[src/rtl/unified_ram.sv]
// unified_ram: single storage array that serves a combinational instruction
// fetch port and a registered, ready/valid data port. A sequential clear
// engine refills every word with INIT_VAL.
//
// Optional feature macro: UNIFIED_RAM_WRITE_FIRST_EN
//   defined   : a data-port read that collides with a write landing on the
//               same edge returns the new data (write-first)
//   undefined : read-first; data_read_data is taken from pre-edge contents
//
// Ports:
//   i_clk            clock, all state changes on rising edge
//   i_rst            synchronous active-high reset of control state only
//   i_pc_address     fetch address
//   o_pc_read_data   combinational fetch data
//   i_data_req       data-port request (accepted when o_data_ready=1)
//   i_data_we        1 = write, 0 = read
//   i_data_address   data-port address
//   i_write_data     write data
//   o_data_ready     high in IDLE, low while clearing
//   o_data_valid     one-cycle pulse with o_data_read_data
//   o_data_read_data registered read data, held until the next read
//   i_clear_req      start a full-array fill with INIT_VAL
//   o_clear_done     one-cycle pulse when the fill completes
module unified_ram #(
   parameter int                DATA_W    = 16,
   parameter int                ADDR_W    = 7,
   parameter int                DEPTH     = 128,
   parameter logic [DATA_W-1:0] INIT_VAL  = '1,
   parameter                    INIT_FILE = ""
) (
   input  logic              i_clk,
   input  logic              i_rst,
   input  logic [ADDR_W-1:0] i_pc_address,
   output logic [DATA_W-1:0] o_pc_read_data,
   input  logic              i_data_req,
   input  logic              i_data_we,
   input  logic [ADDR_W-1:0] i_data_address,
   input  logic [DATA_W-1:0] i_write_data,
   output logic              o_data_ready,
   output logic              o_data_valid,
   output logic [DATA_W-1:0] o_data_read_data,
   input  logic              i_clear_req,
   output logic              o_clear_done
);

   // One extra bit so DEPTH == 2**ADDR_W is representable.
   localparam logic [ADDR_W:0]   LP_DEPTH = (ADDR_W+1)'(DEPTH);
   localparam logic [ADDR_W-1:0] LP_LAST  = ADDR_W'(DEPTH-1);

   typedef enum logic {S_IDLE, S_CLEAR} state_t;

   logic [DATA_W-1:0] r_mem [0:DEPTH-1];

   state_t            r_state;
   state_t            w_next;
   logic [ADDR_W-1:0] r_cnt;
   logic              r_valid;
   logic              r_clear_done;
   logic [DATA_W-1:0] r_rd_data;

   logic              w_ready;
   logic              w_clr_we;
   logic              w_cnt_last;
   logic              w_accept;
   logic              w_rd_acc;
   logic              w_wr_acc;
   logic              w_da_in;
   logic              w_pc_in;
   logic [DATA_W-1:0] w_rd_word;

   // Array power-up image: every word starts at the fill value.
   initial begin
      for (int i = 0; i < DEPTH; i++) r_mem[i] = INIT_VAL;
   end

   assign w_pc_in = {1'b0, i_pc_address}   < LP_DEPTH;
   assign w_da_in = {1'b0, i_data_address} < LP_DEPTH;

   // Requests seen while rst is high are not accepted, so reset leaves
   // data_valid low and touches no word.
   assign w_accept   = i_data_req && w_ready && !i_rst;
   assign w_rd_acc   = w_accept && !i_data_we;
   assign w_wr_acc   = w_accept &&  i_data_we;
   assign w_cnt_last = (r_cnt == LP_LAST);

   always_comb begin
      w_next   = r_state;
      w_ready  = 1'b0;
      w_clr_we = 1'b0;
      case (r_state)
         S_IDLE: begin
            w_ready = 1'b1;
            if (i_clear_req) w_next = S_CLEAR;
         end
         S_CLEAR: begin
            w_clr_we = !i_rst;
            if (w_cnt_last) w_next = S_IDLE;
         end
         default: w_next = S_IDLE;
      endcase
   end

   always_ff @(posedge i_clk) begin
      if (i_rst) begin
         r_state      <= S_IDLE;
         r_cnt        <= '0;
         r_valid      <= 1'b0;
         r_clear_done <= 1'b0;
         r_rd_data    <= '0;
      end else begin
         r_state      <= w_next;
         r_valid      <= w_rd_acc;
         r_clear_done <= (r_state == S_CLEAR) && w_cnt_last;
         // Counter only runs in CLEAR and wraps to 0 after the last word,
         // so it is already zero on the next entry.
         if (r_state == S_CLEAR && !w_cnt_last) r_cnt <= r_cnt + 1'b1;
         else                                   r_cnt <= '0;
         if (w_rd_acc) r_rd_data <= w_rd_word;
      end
   end

   // Clear writes and data writes never coincide: data is only accepted in IDLE.
   always_ff @(posedge i_clk) begin
      if (w_clr_we)
         r_mem[r_cnt] <= INIT_VAL;
      else if (w_wr_acc && w_da_in)
         r_mem[i_data_address] <= i_write_data;
   end

   always_comb begin
      w_rd_word = w_da_in ? r_mem[i_data_address] : INIT_VAL;
`ifdef UNIFIED_RAM_WRITE_FIRST_EN
      // Forward a same-edge clear write into the read result.
      if (w_clr_we && r_cnt == i_data_address) w_rd_word = INIT_VAL;
`else
      // Read-first: pre-edge array contents are captured unmodified.
`endif
   end

   assign o_pc_read_data   = w_pc_in ? r_mem[i_pc_address] : INIT_VAL;
   assign o_data_ready     = w_ready;
   assign o_data_valid     = r_valid;
   assign o_data_read_data = r_rd_data;
   assign o_clear_done     = r_clear_done;

endmodule

[config.mk]
export PLATFORM = sky130hd
export DESIGN_NAME = unified_ram
export DESIGN_NICKNAME = d
export VERILOG_FILES = /design/src/rtl/unified_ram.sv
export SDC_FILE = /design/constraint.sdc
export NUM_CORES = 2
export LEC_CHECK = 0
export BUFFER_PORTS_ARGS = -buffer_cell sky130_fd_sc_hd__buf_2
export CAP_MARGIN = 25
export CORE_MARGIN = 10
export CORE_UTILIZATION = 43
export CTS_CLUSTER_DIAMETER = 30
export DETAILED_ROUTE_END_ITERATION = 7
export PLACE_DENSITY = 0.61
export SLEW_MARGIN = 20
export SYNTH_ARGS = -nofsm -noshare
export SYNTH_HDL_FRONTEND = slang
export SYNTH_SLANG_ARGS = --single-unit
export TNS_END_PERCENT = 10
[constraint.sdc]
create_clock -name i_clk -period 9 [get_ports i_clk]
set_input_delay 1.8 -clock i_clk [delete_from_list [all_inputs] [get_ports i_clk]]
set_output_delay 1.8 -clock i_clk [all_outputs]
set_load 0.01 [all_outputs]
==> results.txt <==
Req. time, crit path: 7.20 ns
Share of cells above drive strength 1: 40.45%
Crit path time final: 7.906 ns
Site row count: 173
Wire length per cell: 40.58 µm
Crit path launch type: input port
Crit end category: primary output
Via Count: 58270
DRC violations left: 0
VDD IR-drop max: 0.1842 mV
Clock buffer depth: 4
Fin crit share: 87.85%
First DRT Iteration DRCs: 9338
Seq cells post-synth: 2074
Routed wire length: 346700 µm
First-pass GRT wire length: 473700 µm
Ys flop type: edfxtp_1
Worst Hold Path EP: r_cnt[0]
CTS tree: done
Measured slew at the worst slew-check pin: 1.212 ns
H-tree Lvls: 5
CP Max Fanout: 49
Worst-path clk slew: 0.05 ns
Num ports: 70
Largest family of logic cells by synthesized area: multiplexers
Top-count cell post-synth: edfxtp_1
Cells after Synth: 4771
Chip Height: 492.6 µm
Hold_sp: r_cnt[0]
Worst Hold Class: reg2reg
Root Driver: clkbuf_16
Synth Area in XOR/XNOR: 0.04560%
Mux cell area share after synthesis: 27.55%
Headroom to the max-slew limit: 18.99%
# Post-CTS Setup Buffers: 0
Critical path class: in2out
Max Fclk: 0.1265 GHz
Post-route setup TNS: 0 ns
Leakage: 40.85 nW
Initial Util: 43.20%
Syn_area_per_cell: 20.13 µm²
Max_cap viols: 0
PortBufs: 69
Post-synthesis compound-gate area fraction: 3.302%
Post-Synth Adder-Cell Area: 0.01303%
Fin. max-slew vios: 0
Top cells by count, synth: edfxtp_1, mux4_2, mux2i_1, nor2_1, clkbuf_1
Synth cell types: 67
Final Hold Viols: 0
Fin area: 116300 µm²
FF-to-FF Start: r_state
Synth Area in Simple Gates: 2.361%
CTS Sinks: 2074
Ys async rst share: 0%
Net Count, Synth: 4807
Layout Nets: 5242
Register area share after synthesis: 64.59%
Syn-to-layout area delta: 21.14%
R2R Setup Slk: 4.72 ns
# hold bufs at CTS: 0
Post-synth top area cell: edfxtp_1
Post-Place Cells: 7735
Cells on worst reg2reg path: 8
Synth warn: 0
Die Area: 242600 µm²
GP Congestion: 1.006
Remaining antenna violation count: 0
Skew final: 0.07847 ns
CTS buffer count: 434
Drt pass-1 iters: 8
Core area: 222300 µm²
Status: completed
End of the worst register-to-register path: o_data_read_data[13]
Post-layout util: 52.33%
Top area cells in the synthesized netlist: edfxtp_1, mux4_2, mux2i_1, nor2_1, a22oi_1
DIE WIDTH: 492.6 µm
Pre-CTS WS: 1.354 ns
Total Routing Usage GR: 28.01%
RSZ-0062 raised after global routing: false
Vias in the first global route: 57030
Final Non-Filler Cells: 8544
Largest net degree at the start of global routing: 122
DP HPWL: 220700 µm
Synthesized area: 96030 µm²
Vias per inst: 6.820
Worst-Skew Late Latency: 0.99 ns
DP Area: 101400 µm²
Resized cells post-CTS: 0
Setup violations, final: 0
P per Cell Area: 241.8 nW/µm²
EDFF count, synth: 2048
Final setup margin: 1.094 ns
Initial antenna violation count: 30
Data arrival, critical path: 6.11 ns
Gr ovfl total: 0
Hold depth: 1
Synth top area share: 64.04%
[power breakdown]
part / total [W] / internal, W / switching [W] / leakage [nW]
registers: 0.0106 / 0.0106 / 0.0000164 / 21.7
logic: 0.00147 / 0.000534 / 0.000932 / 12.0
clock network: 0.0161 / 0.0107 / 0.00536 / 7.09
[flip-flops by register name (all words and copies together) (netlist names)]
| name | count |
|---|---|
| r_mem | 2048 |
| o_data_read_data | 16 |
| r_cnt | 7 |
| o_clear_done | 1 |
| o_data_valid | 1 |
| r_state | 1 |
[routing by layer]
metal | vias up | global-route usage, % | share of wire (%)
li1 | 21910 | - | -
met1 | 31190 | 36.81 | 36
met2 | 4364 | 40.74 | 44
met3 | 796 | 9.828 | 13
met4 | 18 | 15.39 | 6.5
met5 | - | 0.6651 | 0.096
[through the flow]
stage	total power, W	hold slack, ns
3_5_place_dp	0.01217	0.4929
6_report	0.02813	0.5070
3_3_place_gp	0.01217	0.4896
2_1_floorplan	0.01162	0.4480
5_1_grt	0.02873	0.5356
4_1_cts	0.02815	0.5042
[layout make-up]
class	count	area, µm²
Multi-Input combinational cell	2328	32680
Timing Repair Buffer	361	3132
Inverter	7	31.28
Tap cell	2975	3722
Sequential cell	2074	62020
Antenna cell	11	27.53
Clock buffer	488	11220
Clock inverter	300	3496
Fill cell	17300	106000
[cell usage in the layout, fill, tap and decap left out, drive strengths merged, types with 7 or more instances in the layout]
cell type / instances
bufinv: 62
dfxtp: 26
buf: 359
mux2: 20
inv: 54
mux4: 1022
clkinv: 149
nand2: 123
nor3: 22
mux2i: 321
o22ai: 108
nor4: 19
o221ai: 18
a22oi: 90
o211ai: 44
clkbuf: 490
diode: 11
a211oi: 12
a22o: 14
nand3: 50
o2111ai: 7
nand4: 12
a31oi: 10
nor2: 205
a221oi: 26
a21oi: 48
clkinvlp: 42
o21ai: 42
edfxtp: 2048
nor2b: 17
nand2b: 30
[cell families after synthesis]
kind of cell / count (synthesis)
flip-flops: 2074
multiplexers: 1363
AND/OR/NAND/NOR: 504
AO/OA/AOI/OAI: 455
buffers and inverters: 369
XOR/XNOR: 5
adder cells (fa/ha/maj): 1
[worst max-delay path by stage]
stage,end,cells past startpoint,start,slack [ns]
global placement,o_pc_read_data[10],12,i_pc_address[0],0.83
floorplan,o_pc_read_data[10],9,i_pc_address[0],3.45
CTS,o_pc_read_data[5],11,i_pc_address[0],1.34
global route,o_pc_read_data[5],11,i_pc_address[0],1.20
detailed placement,o_pc_read_data[5],11,i_pc_address[0],1.35
finish,o_pc_read_data[5],11,i_pc_address[0],1.09
[critical path, stage by stage]
cell,delay (ns)
buf_8,0.46
buf_12,0.29
buf_4,0.17
buf_4,0.27
mux4_2,0.53
mux2i_1,0.49
o22ai_1,0.27
nor4_1,0.88
buf_4,0.30
o211ai_1,0.19
buf_2,0.23
Note: power is estimated with default switching activity, not from simulation.
